### config.mk
export PLATFORM = sky130hd
export DESIGN_NAME = memory_arbiter
export DESIGN_NICKNAME = d
export VERILOG_FILES = /design/src/rtl/mem_pkg.sv /design/src/rtl/rr_picker.sv /design/src/rtl/memory_arbiter.sv
export SDC_FILE = /design/constraint.sdc
export NUM_CORES = 1
export LEC_CHECK = 0
export ABC_CLOCK_PERIOD_IN_PS = 2270
export CELL_PAD_IN_SITES_DETAIL_PLACEMENT = 2
export CELL_PAD_IN_SITES_GLOBAL_PLACEMENT = 2
export CORE_UTILIZATION = 36
export CTS_CLUSTER_DIAMETER = 200
export CTS_CLUSTER_SIZE = 30
export DETAILED_ROUTE_END_ITERATION = 10
export DONT_BUFFER_PORTS = 1
export PLACE_DENSITY = 0.92
export SYNTH_ARGS = -nofsm -noshare
export SYNTH_HDL_FRONTEND = slang
export SYNTH_SLANG_ARGS = --single-unit
### constraint.sdc
create_clock -name clk -period 2.27 [get_ports clk]
set_input_delay 0.3405 -clock clk [delete_from_list [all_inputs] [get_ports clk]]
set_output_delay 0.3405 -clock clk [all_outputs]
set_load 0.05 [all_outputs]
### src/rtl/mem_pkg.sv
// Shared types and widths for the data-memory arbiter.
// The widths default to the values below when the `MEMORY_* defines are absent.
`ifndef MEMORY_DEPTH
`define MEMORY_DEPTH 8
`endif
`ifndef MEMORY_WIDTH
`define MEMORY_WIDTH 32
`endif
`ifndef MEMORY_COUNT
`define MEMORY_COUNT 200
`endif

package mem_pkg;

  localparam int unsigned MEM_ADDR_W = `MEMORY_DEPTH;
  localparam int unsigned MEM_DATA_W = `MEMORY_WIDTH;
  localparam int unsigned MEM_COUNT  = `MEMORY_COUNT;

  typedef enum logic [1:0] {
    W_DEF  = 2'd0,
    W_BYTE = 2'd1,
    W_HALF = 2'd2,
    W_WORD = 2'd3
  } mem_width_e;

  typedef enum logic [1:0] {
    IDLE,
    ACCESS,
    RESP
  } arb_state_e;

  // Width code 0 means a full word; the controller only understands 1..3.
  function automatic logic [1:0] norm_width(input logic [1:0] w);
    return (w == W_DEF) ? W_WORD : w;
  endfunction

endpackage

### src/rtl/rr_picker.sv
// Round-robin picker: first requester after i_last, scanning upward with wrap.
module rr_picker #(
  parameter int unsigned N    = 2,
  parameter int unsigned IDXW = (N > 1) ? $clog2(N) : 1
) (
  input  logic [N-1:0]    i_req,
  input  logic [IDXW-1:0] i_last,
  output logic [N-1:0]    o_grant,
  output logic [IDXW-1:0] o_idx,
  output logic            o_any
);

  logic [IDXW-1:0] w_scan;
  logic            w_hit;

  // Scan offsets 1..N from the last winner; the first set request wins.
  always_comb begin
    o_grant = '0;
    o_idx   = '0;
    w_hit   = 1'b0;
    w_scan  = '0;
    for (int unsigned i = 1; i <= N; i++) begin
      w_scan = IDXW'((32'(i_last) + i) % N);
      if (!w_hit && i_req[w_scan]) begin
        w_hit           = 1'b1;
        o_idx           = w_scan;
        o_grant[w_scan] = 1'b1;
      end
    end
    o_any = w_hit;
  end

endmodule

### src/rtl/memory_arbiter.sv
// Round-robin arbiter sharing the memory_controller data port between
// N_REQ requesters. Each accepted request runs IDLE -> ACCESS -> RESP.
module memory_arbiter
  import mem_pkg::*;
#(
  parameter int unsigned N_REQ     = 2,
  parameter int unsigned ADDR_W    = MEM_ADDR_W,
  parameter int unsigned DATA_W    = MEM_DATA_W,
  parameter int unsigned MEM_WORDS = MEM_COUNT
) (
  input  logic                     clk,
  input  logic                     rst_n,
  input  logic [N_REQ-1:0]         req,
  input  logic [N_REQ-1:0]         req_we,
  input  logic [2*N_REQ-1:0]       req_width,
  input  logic [ADDR_W*N_REQ-1:0]  req_addr,
  input  logic [DATA_W*N_REQ-1:0]  req_wdata,
  output logic [N_REQ-1:0]         gnt,
  output logic [N_REQ-1:0]         rvalid,
  output logic                     rerr,
  output logic [DATA_W-1:0]        rdata,
  output logic                     mem_write_enable,
  output logic [1:0]               mem_write_width,
  output logic [ADDR_W-1:0]        mem_write_address,
  output logic [DATA_W-1:0]        mem_write_data,
  output logic [ADDR_W-1:0]        mem_read_address,
  input  logic [DATA_W-1:0]        mem_read_data
);

  localparam int unsigned IDXW = (N_REQ > 1) ? $clog2(N_REQ) : 1;

  arb_state_e        r_state, w_next;
  logic [IDXW-1:0]   r_last;
  logic [N_REQ-1:0]  r_winner_oh;
  logic              r_we, r_err;
  logic [1:0]        r_width;
  logic [ADDR_W-1:0] r_addr;
  logic [DATA_W-1:0] r_wdata, r_rdata;

  logic [N_REQ-1:0]  w_pick_oh;
  logic [IDXW-1:0]   w_pick_idx;
  logic              w_pick_any;
  logic              w_sel_we, w_sel_err;
  logic [1:0]        w_sel_width;
  logic [ADDR_W-1:0] w_sel_addr;
  logic [DATA_W-1:0] w_sel_wdata;

  rr_picker #(
    .N    (N_REQ),
    .IDXW (IDXW)
  ) u_picker (
    .i_req   (req),
    .i_last  (r_last),
    .o_grant (w_pick_oh),
    .o_idx   (w_pick_idx),
    .o_any   (w_pick_any)
  );

  // Select the winning requester's command with a one-hot AND-OR mux.
  always_comb begin
    w_sel_we    = 1'b0;
    w_sel_width = '0;
    w_sel_addr  = '0;
    w_sel_wdata = '0;
    for (int unsigned i = 0; i < N_REQ; i++) begin
      if (w_pick_oh[i]) begin
        w_sel_we    = req_we[i];
        w_sel_width = req_width[2*i +: 2];
        w_sel_addr  = req_addr[ADDR_W*i +: ADDR_W];
        w_sel_wdata = req_wdata[DATA_W*i +: DATA_W];
      end
    end
  end

  assign w_sel_err = (32'(w_sel_addr) >= MEM_WORDS);

  // State register plus command latch at accept and read capture at access.
  always_ff @(posedge clk) begin
    if (!rst_n) begin
      r_state     <= IDLE;
      r_last      <= IDXW'(N_REQ - 1);
      r_winner_oh <= '0;
      r_we        <= 1'b0;
      r_err       <= 1'b0;
      r_width     <= '0;
      r_addr      <= '0;
      r_wdata     <= '0;
      r_rdata     <= '0;
    end else begin
      r_state <= w_next;
      case (r_state)
        IDLE: begin
          if (w_pick_any) begin
            r_last      <= w_pick_idx;
            r_winner_oh <= w_pick_oh;
            r_we        <= w_sel_we;
            r_err       <= w_sel_err;
            r_width     <= norm_width(w_sel_width);
            r_addr      <= w_sel_addr;
            r_wdata     <= w_sel_wdata;
          end
        end
        ACCESS: r_rdata <= (r_err || r_we) ? '0 : mem_read_data;
        default: ;
      endcase
    end
  end

  // Next-state and per-state strobes.
  always_comb begin
    w_next           = r_state;
    gnt              = '0;
    rvalid           = '0;
    rerr             = 1'b0;
    mem_write_enable = 1'b0;
    case (r_state)
      IDLE: if (w_pick_any) w_next = ACCESS;
      ACCESS: begin
        w_next = RESP;
        gnt    = r_winner_oh;
        // Reset lands on the same edge the controller would write; gate it
        // so an aborted transaction never reaches memory.
        mem_write_enable = r_we & ~r_err & rst_n;
      end
      RESP: begin
        w_next = IDLE;
        rvalid = r_winner_oh;
        rerr   = r_err;
      end
      default: w_next = IDLE;
    endcase
  end

  assign mem_write_address = r_addr;
  assign mem_read_address  = r_addr;
  assign mem_write_data    = r_wdata;
  assign mem_write_width   = r_width;
  assign rdata             = r_rdata;

endmodule
# Word level (Yosys, flattened, before mapping)
# Index checks and enable logic that the tools add are counted.
word_totals:
  ff_bits: 81
  inputBits: 122
op_classes:
  add_sub_neg: 2
  n_lt_le_gt_ge: 5
  eq_ne: 3
  muxes: 30
  bitwise_logic: 4
  n_reduce_logical: 8
op_table:
  columns: ["cell", "count"]
  rows:
  - ["two-way mux 32 bit", 3]
  - ["two-way mux 2 bit", 8]
  - ["two-way mux 8 bit", 2]
  - ["two-way mux 1 bit", 14]
  - ["greater-or-equal comparator 8 bit (second input constant)", 1]
  - ["zero test 2 bit", 2]
  - ["less-than comparator 1 x 2 -> 1 bit (second input constant)", 2]
  - ["case mux 2 bit (2 select lines)", 1]
  - ["logical AND 1 bit", 3]
  - ["adder 1 bit (second input constant)", 2]
  - ["AND 1 bit", 2]
  - ["demux 1 bit (select 1 bit)", 2]
  - ["equality test 2 x 1 -> 1 bit (second input constant)", 1]
  - ["equality test 2 bit (second input constant)", 1]
  - ["greater-or-equal comparator 1 bit (second input constant)", 2]
  - ["inequality test 2 x 1 -> 1 bit (second input constant)", 1]
  - ["bitwise OR 2 bit", 1]
  - ["AND reduction 2 bit", 1]
  - ["zero test 1 bit", 1]
  - ["logical OR 1 bit", 1]
  - ["inverter 1 bit", 1]

# Logic depth before layout (Yosys ltp)
depth:
  word_depth: 12
  mapped_depth: 6
  depth_no_buf: 4

# Cells and area by module
# A second synthesis with hierarchy kept.
hier_totals:
  hier_cells: 360
  hier_area_um2: 3211.8
modules_own_cells:
  columns: ["mod", "instances", "cells_each", "area_per_inst_um2"]
  rows:
  - ["memory_arbiter", 1, 355, 3179.3]
  - ["rr_picker", 1, 5, 32.5]

# Worst setup path before layout
# Ideal clock, no wire load.
synth_path:
  kind: "register to output"
  start: "reg r_state[1]"
  end: "out mem_write_enable"
  t_arrival_ns: 1.169
  required_time_ns: 1.929
  setup_slack_ns: 0.761
  stages_incl_launch_ff: 5
  n_path_buf: 1
  path_cell_list: "dfxtp_1 nand2b_1 clkbuf_1 nor2_1 and3b_1"
synth_via:
  elab_chain_cells: 2
synth_lines:
  columns: ["item", "line_no", "rtl"]
  rows:
  - ["start, declared", "memory_arbiter.sv:32", "arb_state_e r_state, w_next;"]
  - ["start signal, assigned", "memory_arbiter.sv:90", "r_state <= w_next;"]
  - ["equality test 2 x 1 -> 1 bit", "memory_arbiter.sv:116", "case (r_state)"]
  - ["two-way mux 1 bit", "memory_arbiter.sv:116", null]
  - ["end, declared", "memory_arbiter.sv:22", "output logic mem_write_enable,"]
# Every way passes these cells.

# Final worst setup path
layout_path:
  start: "reg r_state[1]"
  end: "reg r_rdata[18], in the netlist rdata[18]"
layout_via:
  elab_chain_cells: 1
layout_lines:
  columns: ["item", "line_no", "rtl"]
  rows:
  - ["equality test 2 x 1 -> 1 bit", "memory_arbiter.sv:91", "case (r_state)"]
  - ["end signal, assigned", "memory_arbiter.sv:103", "ACCESS: r_rdata <= (r_err || r_we) ? '0 : mem_read_data;"]
  - ["end, declared", "memory_arbiter.sv:38", "logic [DATA_W-1:0] r_wdata, r_rdata;"]
# Every way passes these cells.
# A chain may end at the register's enable or synchronous reset.

==> impl_metrics.yaml <==
sta:
  tightest_slew_ns: 1.18
  max_slew_margin: 0.213
  hold_violations: 0
  maxSlewViolCount: 0
  period_minus_slack_ns: 1.95
  fmax_mhz: 514
  rsz0062_at_grt: "no"
  finalSetupViolCount: 0
  setup-tns-final_ns: 0
  finClkSkew_ns: 0.00968
  period_share: 0.857
finish:
  final_core_util: 0.404
  num_antenna_cells: 0
  area_growth_pct: 8.16
  post_route_cells_drive_above_1_share: 0.125
  final_area_sq_um: 3320
  final_cell_mix: "dfxtp_1 (81), nor2_1 (76), a222oi_1 (36)"
  multiInputGateArea_sq_um: 1240
  nNetsFinal: 421
  fillCellCount: 892
  regArea_sq_um: 1620
  final_common_cell: "dfxtp_1"
floorplanning:
  rows: 33
  initial_core_util: 0.373
  die_x_um: 94.3
  die_y_um: 94.3
  io_pins: 210
  coreArea_sq_um: 8220
  die_area_sq_um: 8890
placed_design:
  gp_congestion: 0.790
  dp_hpwl_um: 6410
  port_buffers: 0
  placed_cell_area_sq_um: 3110
yosys:
  yosys_warnings: 0
  seq_area_frac_synth: 0.529
  synth.distinct_cells: 34
  ys_seq_elements: 81
  synth_nets: 432
  synth_area_sq_um: 3070
  synth_edf_count: 0
  synthCells: 310
  synth_flop_cell: "dfxtp_1"
  synth-async-reset-ratio: 0
  avgSynthCellArea_sq_um: 9.89
clock_network:
  clkSinkCount: 81
  cts_buffers: 9
  cts_tree: "done"
  path_clk_slew_ns: 0.08
  cts-resized-gates: 0
  ctsLongestPathBuffers: 2
  cts_setup_buffers: 0
  cts_hold_buf: 0
  ctsRootBufferMaster: "clkbuf_8"
  clk_latency_ns: 0.34
  htree_levels: 3
routing:
  drt_drc_violations_left: 0
  first_iter_violations: 193
  routed_wl_um: 9050
  vias: 2524
  ant_nets: 0
  first_pass_iters: 6
  vias_per_cell: 6.17
  wl_per_cell_um: 22.1
global_routing:
  grt_pass1_vias: 2620
  gr-total-overflow: 0
  grt_pass1_wl_um: 13200
  track_usage: 0.197
  antenna_found_initial: 0
  grt_max_degree: 77
pwr:
  power_density_nw_per_um2: 1060
  p_leak_nw: 1.22
  power_mw: 3.52
  peakVddDrop_mv: 0.325
critical_path:
  endpoint_kind: "flip-flop"
  crit_fanout: 32
  worst-endpoint-arrival_ns: 2.21
  crit_type: "flip-flop to flip-flop"
  cp-start-kind: "flip-flop"
  required_ns: 2.54
run:
  max-cap-violations: 0
outcome:
  status: "finished clean"
hold_path:
  hold_class: "input pin to flip-flop"
path summary, 6_finish.rpt:
check | to | cells after the start | slack (ns) | from
max | rdata[18] | 4 | 0.32 | r_state[1]
min | r_last | 1 | 0.08 | rst_n
max reg2reg | rdata[18] | 4 | 0.32 | r_state[1]
min reg2reg | mem_read_address[7] | 2 | 0.48 | mem_read_address[7]
synth_stat cells, types with 2 or more instances:
cell type | n | area, sq um
buf_6 | 6 | 67.6
and3_1 | 2 | 12.5
nor2b_1 | 2 | 12.5
buf_4 | 8 | 60.1
a32oi_1 | 2 | 17.5
a221oi_1 | 2 | 17.5
buf_2 | 7 | 35.0
clkbuf_1 | 15 | 56.3
dfxtp_1 | 81 | 1620
a22oi_1 | 32 | 240
nor2_1 | 76 | 285
nand2_1 | 4 | 15.0
and2_1 | 7 | 43.8
a32o_1 | 2 | 20.0
a21oi_1 | 5 | 25.0
o21ai_0 | 4 | 20.0
a222oi_1 | 36 | 360
nor3_1 | 3 | 15.0
cells by family (layout without fill, tap and decap cells):
kind of cell	count (synthesis)	count (layout)	synth area share
DFF	81	81	0.529
AOI/OAI and AO/OA	91	91	0.255
and+or+nand+nor	101	101	0.144
buffers and inverters	37	31	0.0726
sequential cells by signal (all words and copies together) (netlist names):
signal and flops:
r_last 1, r_state 2, r_winner_oh 2, mem_write_data 32, r_we 1, mem_write_width 2, rdata 32, r_err 1
mem_read_address 8
area by class of cell:
type	instances	share of cell area
inverter	1	0.00113
clock buffer	12	0.0468
timing repair buffer	14	0.0355
clock inverter	4	0.0155
sequential	81	0.489
tap	105	0.0396
multi-input combinational	192	0.373
per-stage QoR:
stage / instances / setup slack [ns] / hold WS [ns]
after detailed placement: 393 / 0.286 / 0.428
final: 409 / 0.324 / 0.0753
after global placement: 393 / 0.487 / 0.429
after floorplan: 310 / 0.761 / 0.417
after CTS: 409 / 0.305 / 0.0545
after global routing: 409 / 0.157 / 0.0838
routing by layer:
metal | vias up | wire length, um | GRT usage
li1 | 1137 | - | -
met1 | 1207 | 3220 | 0.198
met2 | 164 | 4790 | 0.370
met3 | 16 | 861 | 0.0534
met4 | 0 | 178 | 0.0910
met5 | - | 0 | 0
power by group:
part	switching [mW]	internal (mW)
clock network	0.499	0.569
logic	0.347	0.166
registers	0.400	1.54
total	1.25	2.27
critical path, cell delays in order (launching register included):
cell	delay [ns]
dfxtp_1	0.34
nand2b_1	0.23
nor3_4	0.92
a22oi_1	0.18
nor2_1	0.19
No activity file was read; power rests on OpenSTA's default activity.
